File: src/rtl/vin_max10adc_seq.sv
// MAX10 ADC sequencer: one conversion in flight, channel-tag checked, results published as 32-bit words.
// Define VIN_MAX10ADC_SEQ_AVG_EN to average 2^OVS_SHIFT samples per channel before publishing.
module vin_max10adc_seq #(
  parameter int NUM_CH    = 8,
  parameter int FIRST_CH  = 1,
  parameter int TIMEOUT   = 1023,
  parameter int OVS_SHIFT = 2
) (
  input  logic                 clk,
  input  logic                 reset,
  output logic                 cmd_valid,
  output logic [4:0]           cmd_channel,
  output logic                 cmd_sop,
  output logic                 cmd_eop,
  input  logic                 cmd_ready,
  input  logic                 rsp_valid,
  input  logic [4:0]           rsp_channel,
  input  logic [11:0]          rsp_data,
  output logic [NUM_CH*32-1:0] adc_data,
  output logic                 sweep_done,
  output logic [15:0]          err_count
);
  localparam int              IDXW     = (NUM_CH > 1) ? $clog2(NUM_CH) : 1;
  localparam logic [IDXW-1:0] LAST_IDX = IDXW'(NUM_CH - 1);
  localparam logic [4:0]      FIRST    = 5'(FIRST_CH);
  localparam logic [15:0]     TMO_LAST = 16'(TIMEOUT - 1);

  if (NUM_CH < 1 || NUM_CH > 16 || FIRST_CH + NUM_CH > 18 || TIMEOUT < 1 || TIMEOUT > 65535 ||
      OVS_SHIFT < 0 || OVS_SHIFT > 4) begin : g_param_chk
    $error("vin_max10adc_seq: parameter out of range");
  end

  typedef enum logic [1:0] {IDLE, ISSUE, WAIT_RSP} state_t;

  state_t                  state_q, state_d;
  logic [IDXW-1:0]         idx_q, idx_d;
  logic [15:0]             tmo_q, tmo_d;
  logic [15:0]             err_q, err_d;
  logic [NUM_CH-1:0][11:0] word_q, word_d;
  logic                    sweep_q, sweep_d;
  logic [4:0]              exp_ch;
  logic                    accept, timeout, err_inc;

  assign exp_ch  = FIRST + 5'(idx_q);
  assign accept  = (state_q == WAIT_RSP) && rsp_valid && (rsp_channel == exp_ch);
  // A response landing on the timeout cycle wins over the timeout.
  assign timeout = (state_q == WAIT_RSP) && !rsp_valid && (tmo_q == TMO_LAST);
  assign err_inc = (rsp_valid && !accept) || timeout;

  always_comb begin
    state_d = state_q;
    idx_d   = idx_q;
    tmo_d   = tmo_q;
    err_d   = err_q;
    case (state_q)
      IDLE:  state_d = ISSUE;
      ISSUE: begin
        if (cmd_ready) begin
          state_d = WAIT_RSP;
          tmo_d   = '0;
        end
      end
      WAIT_RSP: begin
        tmo_d = tmo_q + 16'd1;
        if (rsp_valid || timeout) state_d = ISSUE;
        if (accept) idx_d = (idx_q == LAST_IDX) ? '0 : idx_q + 1'b1;
      end
      default: state_d = IDLE;
    endcase
    if (err_inc && err_q != 16'hFFFF) err_d = err_q + 16'd1;
  end

`ifdef VIN_MAX10ADC_SEQ_AVG_EN
  localparam int            AW       = 12 + OVS_SHIFT;
  localparam int            PW       = OVS_SHIFT + 1;
  localparam logic [PW-1:0] PASS_MAX = PW'((1 << OVS_SHIFT) - 1);

  logic [NUM_CH-1:0][AW-1:0] acc_q, acc_d;
  logic [NUM_CH-1:0][PW-1:0] pass_q, pass_d;
  logic [AW-1:0]             sum;

  always_comb begin
    word_d  = word_q;
    sweep_d = 1'b0;
    acc_d   = acc_q;
    pass_d  = pass_q;
    sum     = acc_q[idx_q] + AW'(rsp_data);
    if (accept) begin
      if (pass_q[idx_q] == PASS_MAX) begin
        word_d[idx_q] = 12'(sum >> OVS_SHIFT);
        acc_d[idx_q]  = '0;
        pass_d[idx_q] = '0;
        sweep_d       = (idx_q == LAST_IDX);
      end else begin
        acc_d[idx_q]  = sum;
        pass_d[idx_q] = pass_q[idx_q] + 1'b1;
      end
    end
  end

  always_ff @(posedge clk or posedge reset) begin
    if (reset) begin
      acc_q  <= '0;
      pass_q <= '0;
    end else begin
      acc_q  <= acc_d;
      pass_q <= pass_d;
    end
  end
`else
  always_comb begin
    word_d  = word_q;
    sweep_d = 1'b0;
    if (accept) begin
      word_d[idx_q] = rsp_data;
      sweep_d       = (idx_q == LAST_IDX);
    end
  end
`endif

  always_ff @(posedge clk or posedge reset) begin
    if (reset) begin
      state_q <= IDLE;
      idx_q   <= '0;
      tmo_q   <= '0;
      err_q   <= '0;
      word_q  <= '0;
      sweep_q <= 1'b0;
    end else begin
      state_q <= state_d;
      idx_q   <= idx_d;
      tmo_q   <= tmo_d;
      err_q   <= err_d;
      word_q  <= word_d;
      sweep_q <= sweep_d;
    end
  end

  assign cmd_valid   = (state_q == ISSUE);
  assign cmd_channel = exp_ch;
  assign cmd_sop     = cmd_valid;
  assign cmd_eop     = cmd_valid;
  assign sweep_done  = sweep_q;
  assign err_count   = err_q;

  for (genvar g = 0; g < NUM_CH; g++) begin : g_word
    assign adc_data[32*g +: 32] = {20'b0, word_q[g]};
  end
endmodule

File: config.mk
export PLATFORM = sky130hd
export DESIGN_NAME = vin_max10adc_seq
export DESIGN_NICKNAME = d
export VERILOG_FILES = /design/src/rtl/vin_max10adc_seq.sv
export SDC_FILE = /design/constraint.sdc
export NUM_CORES = 1
export LEC_CHECK = 0
export CORE_ASPECT_RATIO = 1.1
export CORE_MARGIN = 2
export CORE_UTILIZATION = 43
export DETAILED_ROUTE_END_ITERATION = 16
export GPL_TIMING_DRIVEN = 0
export PLACE_DENSITY = 0.88
export SLEW_MARGIN = 20
export SYNTH_ARGS = -nofsm -noshare
export SYNTH_HDL_FRONTEND = slang
export SYNTH_SLANG_ARGS = --single-unit
export TNS_END_PERCENT = 30
File: constraint.sdc
create_clock -name clk -period 5.5 [get_ports clk]
set_clock_uncertainty 0.15 [all_clocks]
set_input_delay 1.1 -clock clk [delete_from_list [all_inputs] [get_ports clk]]
set_output_delay 1.1 -clock clk [all_outputs]
set_load 0.1 [all_outputs]
==> metrics, run 1 <==
status complete, no violations; NetSw 1.635 mW; CP arrival 2.55 ns; Rel. slew slack 31.53%; largest net degree at the start of global routing 70; # resized after CTS 0; IO buf count 140; cell area after synthesis 6940 µm²; global-route wire length before repair 25050 µm; Total Power 3.887 mW; final core occ 62.99%; GRT overflow 0; Setup crit start kind flop; Final Critical Period 3.797 ns; worst path required time 4.25 ns; final layout net count 938; final WL 16000 µm; setup violators final 0; Fmax 0.2634 GHz; Die ar. 17170 µm²; DR vias 4926; DR WL/cell 14.22 µm; multi-input gate area in the final layout 2838 µm²; antenna-violating nets left 0; Die Y-Extent 137.2 µm; max-cap violations 0; fraction of registers with async set/reset 100.0%; CTS tree built; Max Root-Sink Buffers 2; core footprint 15740 µm²; Root Driver clkbuf_16; setup TNS 0 ns; Gate Count Post-Synth 592; Post-DP HPWL 11990 µm; initial drt markers 179; clock-pin slew on the worst setup and hold paths 0.05 ns; overall routing resource usage 18.56%; number of global-route vias before repair 4776; Mean Syn Cell Area 11.72 µm²; Fillers 1222; sequential power share 28.5%; Worst-Margin Slew 1.024 ns; Initial Util 44.11%; count of cell types in the netlist 48; Clk network pwr share 33.7%; Crit Path Max Fanout 3; register area 3353 µm²; Leak 5.075 nW; GP Congestion 0.8208; final slew viol count 0; sequential element share of the synthesized area 48.31%; initial antenna violation count 0; chip width 125.1 µm; Yosys warning count 0; Worst setup EP type primary output; Area Overhead vs Synth 42.82%; # IOs 302; # hold bufs at CTS 0; layout cells sized above 1 33.30%; worst vdd ir 0.4974 mV; Main synth FF type dfrtp_1; #FFs+latches synth 134; Via density 4.379; hold violation total from the final report 0; n_diodes 0; Rows 48; HP Class reg2reg; fin crit share 69.04%; Post-CTS Setup Bufs 0; Crit Path Class reg2out; drt pass-1 iters 4; combinational power share 37.8%; Clk Latency, worst-skew pair 0.40 ns; Worst R2R Setup Slack 2.20 ns; clock sink total 134; TritonCTS Buffers 17; Pwr Density 392.1 nW/µm²; H-Tree Depth 4; Int Power 2.251 mW; Post-synth EDFFs 0; RSZ-0062 raised after global routing false; Sw Ratio 42.07%; DRC viols 0
[cell usage in the layout, fill, tap and decap left out, drive strengths merged, types with 8 or more instances in the layout]
cell type      instances
buf                  176
conb                 161
clkdlybuf4s50        140
dfrtp                134
mux2                  97
o21ai                 30
clkbuf                28
nand2                 25
xnor2                 18
nor2                  13
o211ai                 8
and3                   8
[critical path: stages (launching register included)]
cell and delay [ns]:
dfrtp_1 0.39, ha_1 0.21, ha_1 0.38, clkdlybuf4s50_1 1.16
[routing by layer]
metal / wire, µm / vias to the layer above / GRT usage (%)
met5: 0 / - / 0
li1: - / 2354 / -
met3: 882 / 15 / 5.087
met2: 8501 / 188 / 32.91
met4: 172 / 0 / 4.753
met1: 6439 / 2369 / 22.56
[Yosys cell counts (6+ instances only)]
library cell	instances	area, µm²
buf_4	167	1254
dfrtp_1	134	3353
mux2_2	86	968.4
o21ai_0	29	145.1
nand2_1	25	93.84
xnor2_1	18	157.7
nor2_1	13	48.80
mux2_4	10	150.1
clkbuf_1	8	30.03
o211ai_1	8	60.06
and3_1	7	43.79
nand4_1	7	43.79
inv_1	6	22.52
o2111ai_1	6	52.55
[cells by family after synthesis]
| logic type | share of synthesized area, % |
|---|---|
| AO/OA/AOI/OAI | 4.759 |
| AND/OR/NAND/NOR | 7.716 |
| other | 0.05403 |
| multiplexers | 16.28 |
| XOR/XNOR | 2.524 |
| flip-flops | 48.31 |
| adder cells (fa/ha/maj) | 0.9014 |
| buffers and inverters | 19.45 |
[state kept, by name, summed over array words and instances (netlist names)]
name / flops
tmo_q: 16
err_count: 16
adc_data: 96
sweep_done: 1
idx_q: 3
state_q: 2
[through the flow]
stage	setup slack (ns)	instances	hold slack, ns	cell area [µm²]
2_1_floorplan	0.6672	752	0.2950	7541
3_3_place_gp	-1.137	1092	0.3208	9193
3_5_place_dp	1.362	1093	0.3218	9228
4_1_cts	1.685	1125	0.3359	9912
5_1_grt	1.626	1125	0.3581	9912
6_report	1.703	1125	0.3361	9912
[power groups by stage]
stage / Sequential, mW / Clock, mW / Combinational (mW)
after detailed placement: 1.13 / 0 / 1.46
final: 1.11 / 1.31 / 1.47
after CTS: 1.11 / 1.34 / 1.47
after global routing: 1.12 / 1.39 / 1.53
after floorplan: 1.41 / 0 / 0.956
after global placement: 1.12 / 0 / 1.45
[path summary, 6_finish.rpt]
path / from / to / depth (start not counted)
max in group asynchronous: reset / adc_data[233]$_DFFE_PP0P_ / 3
max: idx_q[0]$_DFFE_PP0P_ / cmd_channel[2] / 3
min: tmo_q[8]$_DFFE_PP0P_ / tmo_q[8]$_DFFE_PP0P_ / 1
min in group asynchronous: reset / adc_data[35]$_DFFE_PP0P_ / 2
max reg2reg: idx_q[0]$_DFFE_PP0P_ / adc_data[225]$_DFFE_PP0P_ / 7
min reg2reg: tmo_q[8]$_DFFE_PP0P_ / tmo_q[8]$_DFFE_PP0P_ / 1
[cell type report]
class                           count  share of cell area [%]
Clock inverter                     12                   2.499
Buffer                            183                   13.39
Multi-Input combinational cell    429                   28.63
Clock buffer                       20                   4.405
Sequential cell                   134                   33.83
Inverter                            6                  0.3030
Tap cell                          200                   2.525
Timing Repair Buffer              141                   14.42
(Power assumes the default switching activity.)
==> run 2: changes to the inputs <==
--- a/config.mk
+++ b/config.mk
@@ -7,10 +7,10 @@
 export LEC_CHECK = 0
 export CORE_ASPECT_RATIO = 1.1
 export CORE_MARGIN = 2
-export CORE_UTILIZATION = 43
+export CORE_UTILIZATION = 39
 export DETAILED_ROUTE_END_ITERATION = 16
 export GPL_TIMING_DRIVEN = 0
-export PLACE_DENSITY = 0.88
+export PLACE_DENSITY = 0.84
 export SLEW_MARGIN = 20
 export SYNTH_ARGS = -nofsm -noshare
 export SYNTH_HDL_FRONTEND = slang
==> constraint.sdc (replaced) <==
create_clock -name clk -period 3.2 [get_ports clk]
set_clock_uncertainty 0.15 [all_clocks]
set_input_delay 0.64 -clock clk [delete_from_list [all_inputs] [get_ports clk]]
set_output_delay 0.64 -clock clk [all_outputs]
set_load 0.1 [all_outputs]
==> run 2 against run 1 <==
Compared with the run above:
- cell count grew 3.6%
- count of clock-buffer cells in the layout shrank 2
- worst setup slack lost 1.6 ns
- sequential cell count is the same
- total power grew 64%
- first-iteration DRC count shrank 12%
- non-clock buffer count grew 3
- largest power group unchanged
- highest routed layer unchanged
==> metrics, run 2 (synthesis results as in run 1) <==
CP Buf/Inv Count 1 (unchanged); setup violators final 0 (unchanged); cell area after layout 9965 µm² (was 9912 µm²); PnR worst setup slack 0.07081 ns (was 1.703 ns); Sw Ratio 45.01% (was 42.07%); Int Power 3.515 mW (was 2.251 mW); DRC viols 0 (unchanged); final layout net count 941 (was 938); Total Power 6.393 mW (was 3.887 mW); Fmax 0.3196 GHz; Root Driver clkbuf_16 (unchanged); worst path required time 3.34 ns (was 4.25 ns); Crit Path Class reg2reg (was reg2out); Clk network pwr share 30.8% (was 33.7%); pre-CTS setup slack -0.5583 ns (was 1.362 ns); WHS 0.3380 ns (was 0.3361 ns); CTS tree built (unchanged); Post-DP HPWL 12120 µm (was 11990 µm); final WL 16000 µm (unchanged); hold violation total from the final report 0 (unchanged); initial drt markers 157 (was 179); min-delay src tmo_q[8]$_DFFE_PP0P_ (unchanged); combinational power share 39.5% (was 37.8%); n_diodes 0 (unchanged); Rows 51 (was 48); sequential power share 29.7% (was 28.5%); Pwr Density 641.6 nW/µm² (was 392.1 nW/µm²); Leak 5.101 nW (was 5.075 nW); chip width 131.2 µm (was 125.1 µm); max reg flops 96 (unchanged); NetSw 2.878 mW (was 1.635 mW); Rel. slew slack 27.53% (was 31.53%); worst vdd ir 0.6297 mV (was 0.4974 mV); Die Y-Extent 143.9 µm (was 137.2 µm); initial antenna violation count 0 (unchanged); IO buf count 140 (unchanged); crit path cell chain ha_1, ha_1, xnor2_1, nand4_1, nor4_1, clkbuf_2, mux2_2 (was ha_1, ha_1, clkdlybuf4s50_1); Crit. Startpoint idx_q[0]$_DFFE_PP0P_ (unchanged); HP Class reg2reg (unchanged); H-Tree Depth 4 (unchanged); Setup crit start kind flop (unchanged); GP Congestion 0.8557 (was 0.8208); Area Overhead vs Synth 43.57% (was 42.82%); setup TNS 0 ns (unchanged); CP arrival 3.27 ns (was 2.55 ns); RR Startpoint idx_q[0]$_DFFE_PP0P_ (unchanged); # IOs 302 (unchanged); Max Root-Sink Buffers 2 (unchanged); Slowest-stage cell, CP nor4_1 (was clkdlybuf4s50_1); RSZ-0062 raised after global routing true (was false); final slew viol count 0 (unchanged); Worst-Margin Slew 1.084 ns (was 1.024 ns); DR WL/cell 13.72 µm (was 14.22 µm); Die ar. 18880 µm² (was 17170 µm²); Crit Path Max Fanout 10 (was 3); Area after DPL 9324 µm² (was 9228 µm²); crit-path leading delay family simple AND/OR/NAND/NOR gates (was buffers and inverters); number of global-route vias before repair 4664 (was 4776); antenna-violating nets left 0 (unchanged); Initial Util 39.55% (was 44.11%); largest net degree at the start of global routing 35 (was 70); drt pass-1 iters 4 (unchanged); most common cell after layout, fill and taps aside buf_4 (unchanged); # hold bufs at CTS 0 (unchanged); global-route wire length before repair 25510 µm (was 25050 µm); TritonCTS Buffers 17 (unchanged); max-cap violations 0 (unchanged); fin crit share 97.79%; clock sink total 134 (unchanged); Via density 4.239 (was 4.379); clock-pin slew on the worst setup and hold paths 0.06 ns (was 0.05 ns); commonest cells after routing, fill and taps aside buf_4, conb_1, clkdlybuf4s50_1 (unchanged); DR vias 4943 (was 4926); status complete, no violations (unchanged); Worst path max stage delay 0.68 ns (was 1.16 ns); Worst setup EP type flop (was primary output); Final Critical Period 3.129 ns; layout cells sized above 1 34.27% (was 33.30%); Clk Latency, worst-skew pair 0.41 ns (was 0.40 ns); Post-CTS Setup Bufs 0 (unchanged); most frequent cell on the critical path ha_1 (unchanged); core footprint 17550 µm² (was 15740 µm²); GRT overflow 0 (unchanged); overall routing resource usage 17.27% (was 18.56%)
## run 2: cell type report
type	instances	area, µm²
multi-input combinational	429	2869
clock buffer	18	439.2
inverter	6	26.28
tap	238	297.8
timing repair buffer	144	1480
buffer	183	1334
fill	1428	7584
clock inverter	14	165.2
sequential	134	3353
## run 2: timing repair
item                                    in CTS  in global routing
gates resized for setup                      4                 10
hold endpoints to repair                     0                  0
endpoints found under the setup margin      13                 52
gates cloned                                 0                  0
## run 2: worst reg2reg max path, delay by kind of cell, from the launching register on
family,cells,cell delay [ns]
flip-flops,1,0.39
adder cells (fa/ha/maj),2,0.54
multiplexers,1,0.40
XOR/XNOR,1,0.19
buffers and inverters,1,0.49
AND/OR/NAND/NOR,2,0.86
## run 2: final timing paths
kind,slack (ns),endpoint,cells past startpoint
hold / removal,0.34,tmo_q[8]$_DFFE_PP0P_,1
setup / recovery,0.07,adc_data[232]$_DFFE_PP0P_,7
min in group asynchronous,0.49,adc_data[100]$_DFFE_PP0P_,2
setup reg to reg,0.07,adc_data[232]$_DFFE_PP0P_,7
hold reg to reg,0.34,tmo_q[8]$_DFFE_PP0P_,1
max in group asynchronous,1.45,tmo_q[10]$_DFFE_PP0P_,5
## run 2: power groups by stage
stage	combinational, mW	sequential [mW]	clock [mW]
final	2.52	1.90	1.97
after global routing	2.62	1.92	2.10
after CTS	2.51	1.90	2.02
after detailed placement	2.52	1.93	0
after global placement	2.49	1.93	0
after floorplan	1.64	2.42	0
## run 2: per-stage QoR
| step | std cells | util (%) |
|---|---|---|
| final | 1166 | 56.78 |
| after global routing | 1166 | 56.78 |
| after CTS | 1166 | 56.55 |
| after detailed placement | 1134 | 53.13 |
| after global placement | 1130 | 52.68 |
| after floorplan | 752 | - |
## run 2: layer usage
layer  GRT usage [%]  wire length, µm
met5               0                0
met4           5.378              163
met3           5.185             1106
met2           30.50             8198
met1           20.38             6528
